### src/rtl/instr_fetch_unit_if.sv
// rtl/instr_fetch_unit_if.sv - program memory read handshake between fetch unit and memory
interface instr_fetch_unit_if;
  logic [15:0] mem_addr;
  logic        mem_rd;
  logic [7:0]  mem_data;
  logic        mem_ready;

  modport master (
    output mem_addr,
    output mem_rd,
    input  mem_data,
    input  mem_ready
  );

  modport slave (
    input  mem_addr,
    input  mem_rd,
    output mem_data,
    output mem_ready
  );
endinterface

### src/rtl/instr_fetch_unit.sv
// rtl/instr_fetch_unit.sv - program counter, instruction register and fetch FSM (optional FETCH_TIMEOUT_EN)
module instr_fetch_unit #(
  parameter logic [15:0] RESET_VECTOR = 16'h0000
`ifdef FETCH_TIMEOUT_EN
  , parameter int unsigned FETCH_TIMEOUT = 8
`endif
) (
  input  logic       clock,
  input  logic       reset_n,
  input  logic       IRin,
  input  logic       PCinc,
  input  logic       PCHin,
  input  logic       PCLin,
  input  logic       PCHout,
  input  logic       PCLout,
  input  logic       IRout,
  input  logic [7:0] bus_in,
  output logic [7:0] bus_out,
  output logic       bus_oe,
  output logic       bus_conflict,
  instr_fetch_unit_if.master mem,
  output logic [3:0] opcode,
  output logic [1:0] r1_sel,
  output logic [1:0] r2_sel,
  output logic       fetch_busy,
  output logic       ir_valid,
  output logic       fetch_err
);

  typedef enum logic {S_IDLE, S_WAIT} state_t;

  state_t      state_q, state_d;
  logic [15:0] pc_q, pc_d;
  logic [7:0]  ir_q, ir_d;
  logic [15:0] addr_q, addr_d;
  logic        rd_q, rd_d;
  logic        valid_q, valid_d;
  logic [15:0] pc_inc;

`ifdef FETCH_TIMEOUT_EN
  localparam int CW = $clog2(FETCH_TIMEOUT) + 1;
  localparam logic [CW-1:0] LAST = CW'(FETCH_TIMEOUT - 1);
  logic [CW-1:0] cnt_q, cnt_d;
  logic          err_q, err_d;
`endif

  // PC next value: a byte load beats increment; a PCL load blocks the carry into PCH
  always_comb begin
    pc_inc = pc_q + 16'd1;
    pc_d   = pc_q;
    if (PCLin)      pc_d[7:0] = bus_in;
    else if (PCinc) pc_d[7:0] = pc_inc[7:0];
    if (PCHin)               pc_d[15:8] = bus_in;
    else if (PCinc && !PCLin) pc_d[15:8] = pc_inc[15:8];
  end

  // Fetch FSM next state: request latches the address, completion loads IR and pulses ir_valid
  always_comb begin
    state_d = state_q;
    ir_d    = ir_q;
    addr_d  = addr_q;
    rd_d    = rd_q;
    valid_d = 1'b0;
`ifdef FETCH_TIMEOUT_EN
    cnt_d   = cnt_q;
    err_d   = err_q;
`endif
    case (state_q)
      S_IDLE: begin
        if (IRin) begin
          addr_d  = pc_q;
          rd_d    = 1'b1;
          state_d = S_WAIT;
`ifdef FETCH_TIMEOUT_EN
          cnt_d   = '0;
`endif
        end
      end
      S_WAIT: begin
        if (mem.mem_ready) begin
          ir_d    = mem.mem_data;
          rd_d    = 1'b0;
          valid_d = 1'b1;
          state_d = S_IDLE;
        end
`ifdef FETCH_TIMEOUT_EN
        else if (cnt_q == LAST) begin
          ir_d    = 8'h00;
          err_d   = 1'b1;
          rd_d    = 1'b0;
          valid_d = 1'b1;
          state_d = S_IDLE;
        end else begin
          cnt_d = cnt_q + 1'b1;
        end
`endif
      end
      default: state_d = S_IDLE;
    endcase
  end

  // State registers; reset aborts any fetch in flight and restores NOP
  always_ff @(posedge clock or negedge reset_n) begin
    if (!reset_n) begin
      state_q <= S_IDLE;
      pc_q    <= RESET_VECTOR;
      ir_q    <= 8'h00;
      addr_q  <= RESET_VECTOR;
      rd_q    <= 1'b0;
      valid_q <= 1'b0;
`ifdef FETCH_TIMEOUT_EN
      cnt_q   <= '0;
      err_q   <= 1'b0;
`endif
    end else begin
      state_q <= state_d;
      pc_q    <= pc_d;
      ir_q    <= ir_d;
      addr_q  <= addr_d;
      rd_q    <= rd_d;
      valid_q <= valid_d;
`ifdef FETCH_TIMEOUT_EN
      cnt_q   <= cnt_d;
      err_q   <= err_d;
`endif
    end
  end

  // Bus driver: IRout > PCHout > PCLout
  always_comb begin
    bus_out = 8'h00;
    if (IRout)       bus_out = {4'h0, ir_q[3:0]};
    else if (PCHout) bus_out = pc_q[15:8];
    else if (PCLout) bus_out = pc_q[7:0];
  end

  assign bus_oe       = IRout | PCHout | PCLout;
  assign bus_conflict = (IRout & PCHout) | (IRout & PCLout) | (PCHout & PCLout);

  assign mem.mem_addr = addr_q;
  assign mem.mem_rd   = rd_q;
  assign fetch_busy   = rd_q;
  assign ir_valid     = valid_q;
  assign opcode       = ir_q[7:4];
  assign r1_sel       = ir_q[3:2];
  assign r2_sel       = ir_q[1:0];

`ifdef FETCH_TIMEOUT_EN
  assign fetch_err = err_q;
`else
  assign fetch_err = 1'b0;
`endif

endmodule

### src/flat_wrapper.sv
// flat-port wrapper written by rule: the top's interface ports become plain ports
module instr_fetch_unit_flat 
#(
  parameter logic [15:0] RESET_VECTOR = 16'h0000

)
  (clock, reset_n, IRin, PCinc, PCHin, PCLin, PCHout, PCLout, IRout, bus_in, bus_out, bus_oe, bus_conflict, opcode, r1_sel, r2_sel, fetch_busy, ir_valid, fetch_err, mem_mem_addr, mem_mem_rd, mem_mem_data, mem_mem_ready);
  instr_fetch_unit_if mem_i ();
  input  logic clock;
  input  logic reset_n;
  input  logic IRin;
  input  logic PCinc;
  input  logic PCHin;
  input  logic PCLin;
  input  logic PCHout;
  input  logic PCLout;
  input  logic IRout;
  input  logic [7:0] bus_in;
  output logic [7:0] bus_out;
  output logic bus_oe;
  output logic bus_conflict;
  output logic [3:0] opcode;
  output logic [1:0] r1_sel;
  output logic [1:0] r2_sel;
  output logic fetch_busy;
  output logic ir_valid;
  output logic fetch_err;
  output wire logic [$bits(mem_i.mem_addr)-1:0] mem_mem_addr;
  output wire logic [$bits(mem_i.mem_rd)-1:0] mem_mem_rd;
  input wire logic [$bits(mem_i.mem_data)-1:0] mem_mem_data;
  input wire logic [$bits(mem_i.mem_ready)-1:0] mem_mem_ready;
  assign mem_mem_addr = mem_i.mem_addr;
  assign mem_mem_rd = mem_i.mem_rd;
  assign mem_i.mem_data = mem_mem_data;
  assign mem_i.mem_ready = mem_mem_ready;
  instr_fetch_unit #(.RESET_VECTOR(RESET_VECTOR)) u_core (.clock(clock), .reset_n(reset_n), .IRin(IRin), .PCinc(PCinc), .PCHin(PCHin), .PCLin(PCLin), .PCHout(PCHout), .PCLout(PCLout), .IRout(IRout), .bus_in(bus_in), .bus_out(bus_out), .bus_oe(bus_oe), .bus_conflict(bus_conflict), .mem(mem_i), .opcode(opcode), .r1_sel(r1_sel), .r2_sel(r2_sel), .fetch_busy(fetch_busy), .ir_valid(ir_valid), .fetch_err(fetch_err));
endmodule
### config.mk
export PLATFORM = sky130hd
export DESIGN_NAME = instr_fetch_unit_flat
export DESIGN_NICKNAME = d
export VERILOG_FILES = /design/src/rtl/instr_fetch_unit_if.sv /design/src/rtl/instr_fetch_unit.sv /design/src/flat_wrapper.sv
export SDC_FILE = /design/constraint.sdc
export NUM_CORES = 1
export LEC_CHECK = 0
export CAP_MARGIN = 10
export CORE_ASPECT_RATIO = 0.9
export CORE_MARGIN = 4
export CORE_UTILIZATION = 50
export DETAILED_ROUTE_END_ITERATION = 6
export PLACE_DENSITY = 0.84
export SLEW_MARGIN = 25
export SYNTH_ARGS = -nofsm -noshare
export SYNTH_HDL_FRONTEND = slang
export SYNTH_SLANG_ARGS = --single-unit
export TNS_END_PERCENT = 50
### constraint.sdc
create_clock -name clock -period 3.5 [get_ports clock]
set_input_delay 1.05 -clock clock [delete_from_list [all_inputs] [get_ports clock]]
set_output_delay 1.05 -clock clock [all_outputs]
set_load 0.01 [all_outputs]
==> After elaboration in Yosys (flattened, before gate mapping) <==
Index checks and enable logic that the tools add are counted.
{ "word_totals": {"regBits": 43, "inputBits": 26, "out_inout_bits": 38, "wordCells": 40} }
{ "classes": {"n_addsub": 1, "n_eq_ne": 2, "mux": 15, "bitwise_logic": 8, "reduce_logical": 7} }
{ "op_table": {"columns": ["cell", "count"], "rows": [
  ["$mux W8", 7],
  ["$add A16 B1 Y16 const B", 1],
  ["$mux W1", 6],
  ["$reduce_and A2 Y1", 3],
  ["$ne A2 B2 Y1 const B", 2],
  ["$or A1 B1 Y1", 4],
  ["$pmux W1 S2", 2],
  ["$reduce_bool A2 Y1", 2],
  ["$and A1 B1 Y1", 3],
  ["$logic_and A1 B1 Y1", 1],
  ["$logic_not A1 Y1", 1],
  ["$not A1 Y1", 1]
]} }

==> Depth between registers and ports, before layout <==
Gate-level depths: netlist (run 1).
{ "depth": {"word_depth": 4, "ltp_mapped": 5, "depth_no_buf": 5} }

==> Least setup slack after synthesis (run 1) <==
OpenSTA, ideal clock, no wires.
{ "synth_path": {"path_type": "in2out", "startpoint": "in PCHout", "endpoint": "out bus_out[0]", "t_arrival_ns": 1.946, "required_time_ns": 2.450, "setup_slack_ns": 0.504, "stages": 4, "n_path_buf": 2, "cell_sequence": "clkbuf_1 -> clkbuf_1 -> a21oi_1 -> o21ai_0"} }
{ "synth_between": {"elab_chain_len": 2} }
{ "synth_rtl": {"columns": ["item", "line_no", "rtl"], "rows": [
  ["start, declared", "flat_wrapper.sv:15", "input logic PCHout;"],
  ["$mux W8", "instr_fetch_unit.sv:133", "else if (PCHout) bus_out = pc_q[15:8];"],
  ["$mux W8", "instr_fetch_unit.sv:132", "if (IRout) bus_out = {4'h0, ir_q[3:0]};"],
  ["end, declared", "flat_wrapper.sv:19", "output logic [7:0] bus_out;"]
]} }
Every way passes these cells.

==> Final worst setup path (run 1) <==
Ends and elaborated chain as after synthesis.

==> results of run 1 <==
-- layout by cell type (no fill, tap or decap), drive strengths merged, types with 2 or more instances in the layout --
cell type and instances:
nor2 16, nor3 2, xor2 6, buf 7
o21ai 18, xnor2 6, nand3 5, nand2 32
nor4 4, nand4 5, dfrtp 43, mux2 23
clkbuf 5, a21oi 9, dlymetal6s2s 2, nand2b 2
o31a 2, dlygate4sd2 9, clkinv 2, clkdlybuf4s50 50
and3 2, inv 4
-- synth_stat cells (all sizes together) (4+ instances only) --
master  instances  share of area, %
dfrtp          43                51
nand2          32               5.7
mux2           23                12
o21ai          18               4.3
nor2           16               2.8
a21oi           9               2.1
clkbuf          7               1.7
xnor2           6               2.5
xor2            6               2.5
buf             5               1.5
nand3           5               1.2
nand4           5               1.5
inv             4              0.71
nor4            4               1.2
-- layout make-up --
type	instances	area share (%)
sequential	43	37.31
multi-input combinational	146	32.97
timing repair buffer	68	23.21
clock buffer	5	2.386
tap	48	2.082
clock inverter	3	1.518
inverter	4	0.5206
-- flip-flops by register name, summed over array words and instances, names as in the netlist --
register             count
u_core.state_q           1
u_core.pc_q             16
u_core.fetch_busy        1
u_core.ir_valid          1
u_core.ir_q              8
u_core.mem.mem_addr     16
-- stage by stage --
step            power, W  TNS (ns)  area [um^2]  std cells  setup slack (ns)
2_1_floorplan  0.0008726         0         2111        205            0.5038
3_3_place_gp    0.001127    -1.522         2775        309           -0.2151
3_5_place_dp    0.001141    -1.607         2775        309           -0.2456
4_1_cts         0.001516         0         2877        317          0.005423
5_1_grt         0.001582         0         2884        317            0.1127
6_report        0.001501         0         2884        317            0.1691
-- power by group through the flow --
stage | Clock (W) | Sequential, W | Combinational (W)
2_1_floorplan | 0 | 0.000703 | 0.000169
3_3_place_gp | 0 | 0.000677 | 0.000450
3_5_place_dp | 0 | 0.000682 | 0.000459
4_1_cts | 0.000390 | 0.000673 | 0.000453
5_1_grt | 0.000413 | 0.000687 | 0.000481
6_report | 0.000383 | 0.000672 | 0.000446
-- cell families after synthesis --
family                     count (synthesis)
and+or+nand+nor                           74
DFF                                       43
AOI/OAI and AO/OA                         33
muxes                                     24
buffers and inverters                     16
xor gates and xnor gates                  12
adders and majority gates                  2
other                                      1
-- routing by layer --
layer  up-vias  routed length (um)  GRT usage, %
met5         -                   0             0
met4         0                  22         5.634
met3         2                 216         3.117
met2        41                2502         32.39
met1       858                2024         23.83
li1        836                   -             -
-- final timing paths --
kind | start | endpoint | slack (ns)
max in group asynchronous | reset_n | u_core.pc_q[11]$_DFFE_PN0P_ | 2.43
setup / recovery | PCHout | bus_out[0] | 0.17
hold reg to reg | u_core.mem.mem_addr[0]$_DFFE_PN0P_ | u_core.mem.mem_addr[0]$_DFFE_PN0P_ | 0.51
hold / removal | u_core.mem.mem_addr[0]$_DFFE_PN0P_ | u_core.mem.mem_addr[0]$_DFFE_PN0P_ | 0.51
min in group asynchronous | reset_n | u_core.pc_q[10]$_DFFE_PN0P_ | 0.73
setup reg to reg | u_core.pc_q[2]$_DFFE_PN0P_ | u_core.pc_q[15]$_DFFE_PN0P_ | 1.87
-- critical path, delay by kind of cell --
family / cells / cell delay (ns)
buffers and inverters: 3 / 0.91
AO/OA/AOI/OAI: 2 / 0.21
AND/OR/NAND/NOR: 1 / 0.11
-- what timing repair did --
action                     4_1_cts  5_1_grt
resized for setup                9        2
hold buffers                     0        0
setup endpoints to repair       10        2
==> impl_results.md, run 1 <==
- Setup bufs post-CTS: 0
- Clk_skew: 0.008157 ns
- Comb power frac: 29.7%
- Post-Route WL: 4766 um
- Worst setup EP type: primary output
- Cell breakdown of the critical path: clkdlybuf4s50_1 > buf_12 > nor2_1 > a21oi_1 > o21ai_0 > dlygate4sd2_1
- RSZ-0062 raised after global routing: no
- Net Sw Power: 0.0004213 W
- 1st-iter DRT viols: 64
- Critical path startpoint category: input port
- Int Pwr: 0.001080 W
- Period utilization: 95.17%
- Post-DRT Antenna Nets: 0
- Synth Warn #: 0
- DR DRC count: 0
- Async SR Flop Fraction: 100.0%
- FP Rows: 22
- CTS root buf: clkbuf_8
- Cell variety after synth: 36
- Slew Viols, Final: 0
- Compound-cell area share of the yosys netlist: 8.773%
- Number of synthesized flops with an enable pin: 0
- Die area: 0.005327 mm^2
- Mapped cell area: 0.002111 mm^2
- Register bit count reported by yosys: 43
- Top FF cell, synth: dfrtp_1
- GR Overflow Total: 0
- Fill cell count: 307
- H-Tree Depth: 2
- Post-Synthesis Cells: 205
- Initial antenna violation count: 0
- Slew Limit Headroom: 43.29%
- Max clock buf depth: 2
- Die Y: 69.64 um
- Fin crit period: 3.331 ns
- Setup CP Type: in2out
- Slew @ Worst Pin: 0.8507 ns
- Ant. Diodes: 0
- Drt via density: 5.479
- Worst EP required: 2.45 ns
- Reg power frac: 44.8%
- Post-Syn Area per Cell: 10.30 um^2
- DR vias: 1737
- Number of buffers created by CTS: 5
- Simple-gate area share of the yosys netlist: 17.31%
- Hold Violations, Final: 0
- Hold depth: 1
- Syn nets: 232
- Adder-cell share of the synthesized area: 1.067%
- Chip Width: 76.49 um
- Vias in the first global route: 1710
- Core Region: 0.004074 mm^2
- Clock latency on the worst-skew pair: 0.30 ns
- Path category of the worst min-delay check: reg2reg
- CP max stage cell: clkdlybuf4s50_1
- Drt wl/cell: 15.03 um
- Multiplexer share of the synthesized area: 12.74%
- PD cells: 520.5 mW/mm^2
- Largest family of logic cells by synthesized area: simple AND/OR/NAND/NOR gates
- First-pass GRT wire length: 8079 um
- Drt pass-1 iters: 4
- Slowest stage delay, CP: 0.44 ns
- Initial core utilization: 51.81%
- Sw Share: 28.06%
- Layout cell share with drive strength beyond 1: 15.61%
- Largest net degree at the start of global routing: 44
- VDD IR-drop max: 537.4 uV
- Gpl congestion: 0.8327
- Port bufs: 62
- CTS tree: done
- GRT Total Usage: 18.65%
- Area growth syn-to-layout: 36.63%
- CP Max Fanout: 18
- Status: finished, final reports clean
- Synth Area in XOR/XNOR: 4.979%
- Clock power share: 25.5%
- Post-DP HPWL: 3600 um
- Fin nets: 295
- Reg2reg path depth: 4
- Final-report setup violation count: 0
- Final core utilization: 70.79%
- Leakage power: 1.247 nW
- Clock transition at path regs: 0.08 ns
- Sequential area share after synthesis: 50.98%
- Max Clock Freq: 300.2 MHz
- Sequential Area: 0.001076 mm^2
- WHS: 0.5115 ns
- Multi-input logic area: 950.9 um^2
- # Max-Cap Violations: 0
- Data arrival, critical path: 2.28 ns
- I/O Pins: 64
- Clk sinks: 43
Note: power is estimated with default switching activity, not from simulation.
==> inputs of run 2 (changes only) <==
Settings changed: CORE_UTILIZATION 50 to 42, PLACE_DENSITY 0.84 to 0.76.
Clock period 3.5 ns to 2.69 ns, I/O delays scaled along.
==> impl_results.md, run 2 (same netlist as run 1, synthesis figures left out) <==
- Fill cell count: 437 (was 307)
- H-Tree Depth: 2 (unchanged)
- DR vias: 1726 (was 1737)
- Slew Viols, Final: 0 (unchanged)
- Post-Route WL: 4855 um (was 4766 um)
- RSZ-0062 raised after global routing: no (unchanged)
- Clk sinks: 43 (unchanged)
- Data arrival, critical path: 1.81 ns (was 2.28 ns)
- Final-report setup violation count: 0 (unchanged)
- Worst EP required: 1.88 ns (was 2.45 ns)
- Gpl congestion: 0.7656 (was 0.8327)
- Clk_skew: 0.001457 ns (was 0.008157 ns)
- Worst setup EP type: primary output (unchanged)
- Commonest non-fill, non-tap cell in the layout: clkdlybuf4s50_1 (unchanged)
- Largest net degree at the start of global routing: 19 (was 44)
- Die Y: 75.26 um (was 69.64 um)
- # Max-Cap Violations: 0 (unchanged)
- Number of buffers created by CTS: 5 (unchanged)
- Drt pass-1 iters: 4 (unchanged)
- Final cell count without fillers: 339 (was 317)
- GR Overflow Total: 0 (unchanged)
- First-pass GRT wire length: 7721 um (was 8079 um)
- GRT Total Usage: 16.33% (was 18.65%)
- Ant. Diodes: 0 (unchanged)
- Placed cells: 330 (was 309)
- Initial antenna violation count: 0 (unchanged)
- Hold Violations, Final: 0 (unchanged)
- Clock transition at path regs: 0.08 ns (about the same)
- Clock latency on the worst-skew pair: 0.29 ns (was 0.30 ns)
- Chip Width: 82.73 um (was 76.49 um)
- Setup bufs post-CTS: 0 (unchanged)
- CTS Hold Bufs: 0 (unchanged)
- VDD IR-drop max: 381.2 uV (was 537.4 uV)
- CP Max Fanout: 8 (was 18)
- Setup CP Type: in2out (unchanged)
- Most frequent cells in the layout: 48 x clkdlybuf4s50_1, 43 x dfrtp_1, 32 x nand2_1, 23 x mux2_2, 16 x nor2_1 (was 50 x clkdlybuf4s50_1, 43 x dfrtp_1, 32 x nand2_1, 23 x mux2_2, 16 x nor2_1)
- WHS: 0.4008 ns (was 0.5115 ns)
- Final setup margin: 0.07318 ns (was 0.1691 ns)
- CTS tree: done (unchanged)
- FP Rows: 24 (was 22)
- Period utilization: 97.28%
- Core Region: 0.004865 mm^2 (was 0.004074 mm^2)
- Status: finished, final reports clean (unchanged)
- Fin nets: 300 (was 295)
- Layout cell share with drive strength beyond 1: 18.98% (was 15.61%)
- Path category of the worst min-delay check: in2async (was reg2reg)
- Fin crit period: 2.617 ns
- CTS root buf: clkbuf_8 (unchanged)
- Drt via density: 5.091 (was 5.479)
- PD cells: 676.9 mW/mm^2 (was 520.5 mW/mm^2)
- TNS Setup: 0 ns (unchanged)
- Post-placement setup slack: -0.5411 ns (was -0.2456 ns)
- Initial core utilization: 43.39% (was 51.81%)
- Post-DRT Antenna Nets: 0 (unchanged)
- Max Clock Freq: 382.1 MHz
- DR DRC count: 0 (unchanged)
- Vias in the first global route: 1621 (was 1710)
- Leakage power: 1.239 nW (was 1.247 nW)
- Die area: 0.006225 mm^2 (was 0.005327 mm^2)
- Post-DP HPWL: 3686 um (was 3600 um)
- Port bufs: 62 (unchanged)
- Drt wl/cell: 14.32 um (was 15.03 um)
- I/O Pins: 64 (unchanged)
- Max clock buf depth: 2 (unchanged)
- 1st-iter DRT viols: 53 (was 64)
- Area growth syn-to-layout: 37.70% (was 36.63%)
- Critical path startpoint category: input port (unchanged)
## run 2: changes by cell type in the layout (fill, tap and decap cells not counted), moves of 2 or more
| cell | previous run | this run |
|---|---|---|
| clkdlybuf4s50_1 | 50 | 48 |
| buf_2 | 0 | 6 |
| dlygate4sd2_1 | 9 | 7 |
| buf_4 | 6 | 9 |
| dlymetal6s2s_1 | 2 | 0 |
## run 2: worst paths after layout
path                                                             to                                from  depth (start not counted)  slack, ns
worst max-delay path                                     bus_out[2]                              PCHout                          6       0.07
worst min-delay path            u_core.mem.mem_addr[14]$_DFFE_PN0P_                             reset_n                          1       0.40
worst max register to register          u_core.pc_q[15]$_DFFE_PN0P_          u_core.pc_q[2]$_DFFE_PN0P_                          4       1.05
worst min register to register   u_core.mem.mem_addr[8]$_DFFE_PN0P_  u_core.mem.mem_addr[8]$_DFFE_PN0P_                          2       0.50
max in group asynchronous                u_core.ir_q[0]$_DFFE_PN0P_                             reset_n                          2       1.74
min in group clock               u_core.mem.mem_addr[8]$_DFFE_PN0P_  u_core.mem.mem_addr[8]$_DFFE_PN0P_                          2       0.50
## run 2: power breakdown
part	leakage [nW]	internal, W	switching, W
combinational	0.664	0.000354	0.000226
sequential	0.514	0.000775	0.0000998
clock	0.0612	0.000300	0.000213
## run 2: per-layer routing
layer | GRT usage (%) | part of all wire (%) | vias up
li1 | - | - | 845
met1 | 22.31 | 45 | 818
met2 | 25.27 | 47 | 51
met3 | 3.589 | 5.7 | 12
met4 | 6.715 | 2.0 | 0
met5 | 0 | 0 | -
## run 2: stage by stage
step                      total power (W)  area, um^2  utilization, %
after floorplan                  0.001135        2111               -
after global placement           0.001476        2814           57.84
after detailed placement         0.001484        2814           57.84
after CTS                        0.001994        2910           59.83
after global routing             0.002079        2907           59.75
final                            0.001967        2907           59.75
## run 2: worst max-delay path: stages
cell           delay (ns)
dlygate4sd2_1        0.26
buf_4                0.17
nor2_1               0.10
a21oi_1              0.05
o21ai_0              0.14
dlygate4sd2_1        0.28
## run 2: area by class of cell
class | instances | area, um^2 | area share (%)
clock buffers | 6 | 82.58 | 2.841
clock inverters | 2 | 35.03 | 1.205
inverters | 4 | 15.01 | 0.5166
multi-input cells | 146 | 950.9 | 32.72
flip-flops and latches | 43 | 1076 | 37.02
well taps | 65 | 81.33 | 2.798
repair buffers | 73 | 665.6 | 22.90
## run 2: what timing repair did
item                                   CTS  global route
setup endpoints to repair               10             6
gates cloned                             1             0
endpoints found under the hold margin    0             0
resized for setup                       27             2
==> inputs of run 3 (changes only) <==
Settings changed: PLACE_DENSITY 0.76 to not set, PLACE_DENSITY_LB_ADDON set to 0.05, TNS_END_PERCENT 50 to not set.
==> impl_results.md, run 3 (same netlist as run 1, synthesis figures left out) <==
- Hold depth: 2
- Worst setup EP type: primary output (unchanged)
- Port bufs: 62 (unchanged)
- Gpl congestion: 0.8622 (was 0.7656)
- Commonest non-fill, non-tap cell in the layout: clkdlybuf4s50_1 (unchanged)
- First-pass GRT wire length: 7624 um (was 7721 um)
- Path category of the worst min-delay check: reg2reg (was in2async)
- Drt wl/cell: 14.37 um (was 14.32 um)
- Die area: 0.006225 mm^2 (unchanged)
- Hold Violations, Final: 0 (unchanged)
- R2r startpoint: u_core.pc_q[2]$_DFFE_PN0P_ (unchanged)
- Post-Route WL: 4887 um (was 4855 um)
- RSZ-0062 raised after global routing: no (unchanged)
- Setup CP Type: in2out (unchanged)
- Initial core utilization: 43.39% (unchanged)
- Post-DRT Antenna Nets: 0 (unchanged)
- Core Region: 0.004865 mm^2 (unchanged)
- Data arrival, critical path: 1.81 ns (about the same)
- Layout cell share with drive strength beyond 1: 18.91% (was 18.98%)
- Ant. Diodes: 0 (unchanged)
- Final setup margin: 0.07334 ns (was 0.07318 ns)
- Clk_skew: 0.006816 ns (was 0.001457 ns)
- I/O Pins: 64 (unchanged)
- Final-report setup violation count: 0 (unchanged)
- Final Instance Area: 0.002920 mm^2 (was 0.002907 mm^2)
- Largest net degree at the start of global routing: 27 (was 19)
- Setup crit start: PCHout (unchanged)
- Number of buffers created by CTS: 5 (unchanged)
- Max Clock Freq: 382.2 MHz (was 382.1 MHz)
- GRT Total Usage: 16.73% (was 16.33%)
- Status: finished, final reports clean (unchanged)
- PD cells: 637.3 mW/mm^2 (was 676.9 mW/mm^2)
- Leakage power: 1.235 nW (was 1.239 nW)
- Period utilization: 97.27% (was 97.28%)
- Fin nets: 302 (was 300)
- H-Tree Depth: 2 (unchanged)
- VDD IR-drop max: 363.9 uV (was 381.2 uV)
- Most frequent cells in the layout: 48 x clkdlybuf4s50_1, 43 x dfrtp_1, 32 x nand2_1, 23 x mux2_2, 16 x nor2_1 (unchanged)
- Clock transition at path regs: 0.07 ns (was 0.08 ns)
- Fin crit period: 2.617 ns (about the same)
- Clock latency on the worst-skew pair: 0.29 ns (about the same)
- Initial antenna violation count: 0 (unchanged)
- 1st-iter DRT viols: 114 (was 53)
- Slew Limit Headroom: 60.36%
- CTS root buf: clkbuf_8 (unchanged)
- DR DRC count: 0 (unchanged)
- DP Area: 0.002829 mm^2 (was 0.002814 mm^2)
- Setup bufs post-CTS: 0 (unchanged)
- Multi-input logic area: 950.9 um^2 (unchanged)
- CTS Hold Bufs: 0 (unchanged)
- Vias in the first global route: 1579 (was 1621)
- FP Rows: 24 (unchanged)
- Reg2reg path depth: 4 (unchanged)
- # Max-Cap Violations: 0 (unchanged)
- Chip Width: 82.73 um (unchanged)
- Worst hold path endpoint: u_core.mem.mem_addr[8]$_DFFE_PN0P_
- Clk sinks: 43 (unchanged)
- Final cell count without fillers: 340 (was 339)
- Drt via density: 5.012 (was 5.091)
- Post-placement setup slack: -0.5385 ns (was -0.5411 ns)
- Post-DP HPWL: 3697 um (was 3686 um)
- Fill cell count: 466 (was 437)
- Critical path startpoint category: input port (unchanged)
- GR Overflow Total: 0 (unchanged)
- Drt pass-1 iters: 4 (unchanged)
- Slew @ Worst Pin: 0.5946 ns
- Sequential Area: 0.001076 mm^2 (unchanged)
- Die Y: 75.26 um (unchanged)
- CP Max Fanout: 5 (was 8)
- Reg-to-reg endpoint: u_core.pc_q[15]$_DFFE_PN0P_ (unchanged)
- Worst hold start: u_core.mem.mem_addr[8]$_DFFE_PN0P_
- Slew Viols, Final: 0 (unchanged)
- Placed cells: 332 (was 330)
- FF-to-FF setup slack: 1.06 ns (was 1.05 ns)
- Max clock buf depth: 2 (unchanged)
- DR vias: 1704 (was 1726)
- Area growth syn-to-layout: 38.35% (was 37.70%)
- Worst EP required: 1.88 ns (about the same)
- CTS tree: done (unchanged)
-- run 3: cell types whose count changed in the layout (fill, tap and decap cells not counted) --
cell / previous run / this run
clkbuf_2: 1 / 0
buf_6: 1 / 2
clkdlybuf4s15_1: 1 / 3
buf_2: 6 / 3
bufinv_16: 1 / 0
clkdlybuf4s15_2: 0 / 3
buf_4: 9 / 10
dlygate4sd2_1: 7 / 6
-- run 3: final cells by class --
class / count / share of cell area (%)
Tap cell: 65 / 2.785
Multi-Input combinational cell: 146 / 32.56
Clock buffer: 6 / 2.828
Inverter: 4 / 0.5141
Timing Repair Buffer: 75 / 24.29
Clock inverter: 1 / 0.1714
Sequential cell: 43 / 36.85
-- run 3: where the power goes --
part / leakage, nW / internal, W / switching, W
combinational: 0.674 / 0.000359 / 0.000226
clock: 0.0470 / 0.000201 / 0.000204
sequential: 0.514 / 0.000775 / 0.0000954
-- run 3: metrics by stage --
stage	util, %	setup TNS (ns)	hold slack (ns)	power [W]
CTS	60.03	0	0.4909	0.001888
finish	60.03	0	0.4826	0.001861
detailed placement	58.15	-4.950	0.4737	0.001487
global placement	58.15	-4.763	0.4627	0.001479
global route	60.03	0	0.5206	0.001979
floorplan	-	0	0.4762	0.001135
-- run 3: worst max-delay path by stage --
stage	end	slack (ns)
5_1_grt	bus_out[1]	0.03
2_1_floorplan	bus_out[0]	0.18
6_report	bus_conflict	0.07
3_5_place_dp	bus_conflict	-0.54
3_3_place_gp	bus_oe	-0.52
4_1_cts	bus_conflict	0.07
-- run 3: critical path: stages --
cell             delay, ns
dlygate4sd2_1         0.27
buf_2                 0.16
maj3_1                0.33
clkdlybuf4s15_2       0.23
-- run 3: layer usage --
metal  share of wire [%]  vias up  global-route usage [%]
li1                    -      848                       -
met1                  49      807                   23.94
met2                  45       43                   24.29
met3                 4.6        6                   4.187
met4                 1.6        0                   6.715
met5                   0        -                       0
-- run 3: repair_timing --
item,in CTS,in global routing
gates resized for setup,27,0
hold endpoints to repair,0,0
endpoints found under the setup margin,10,0
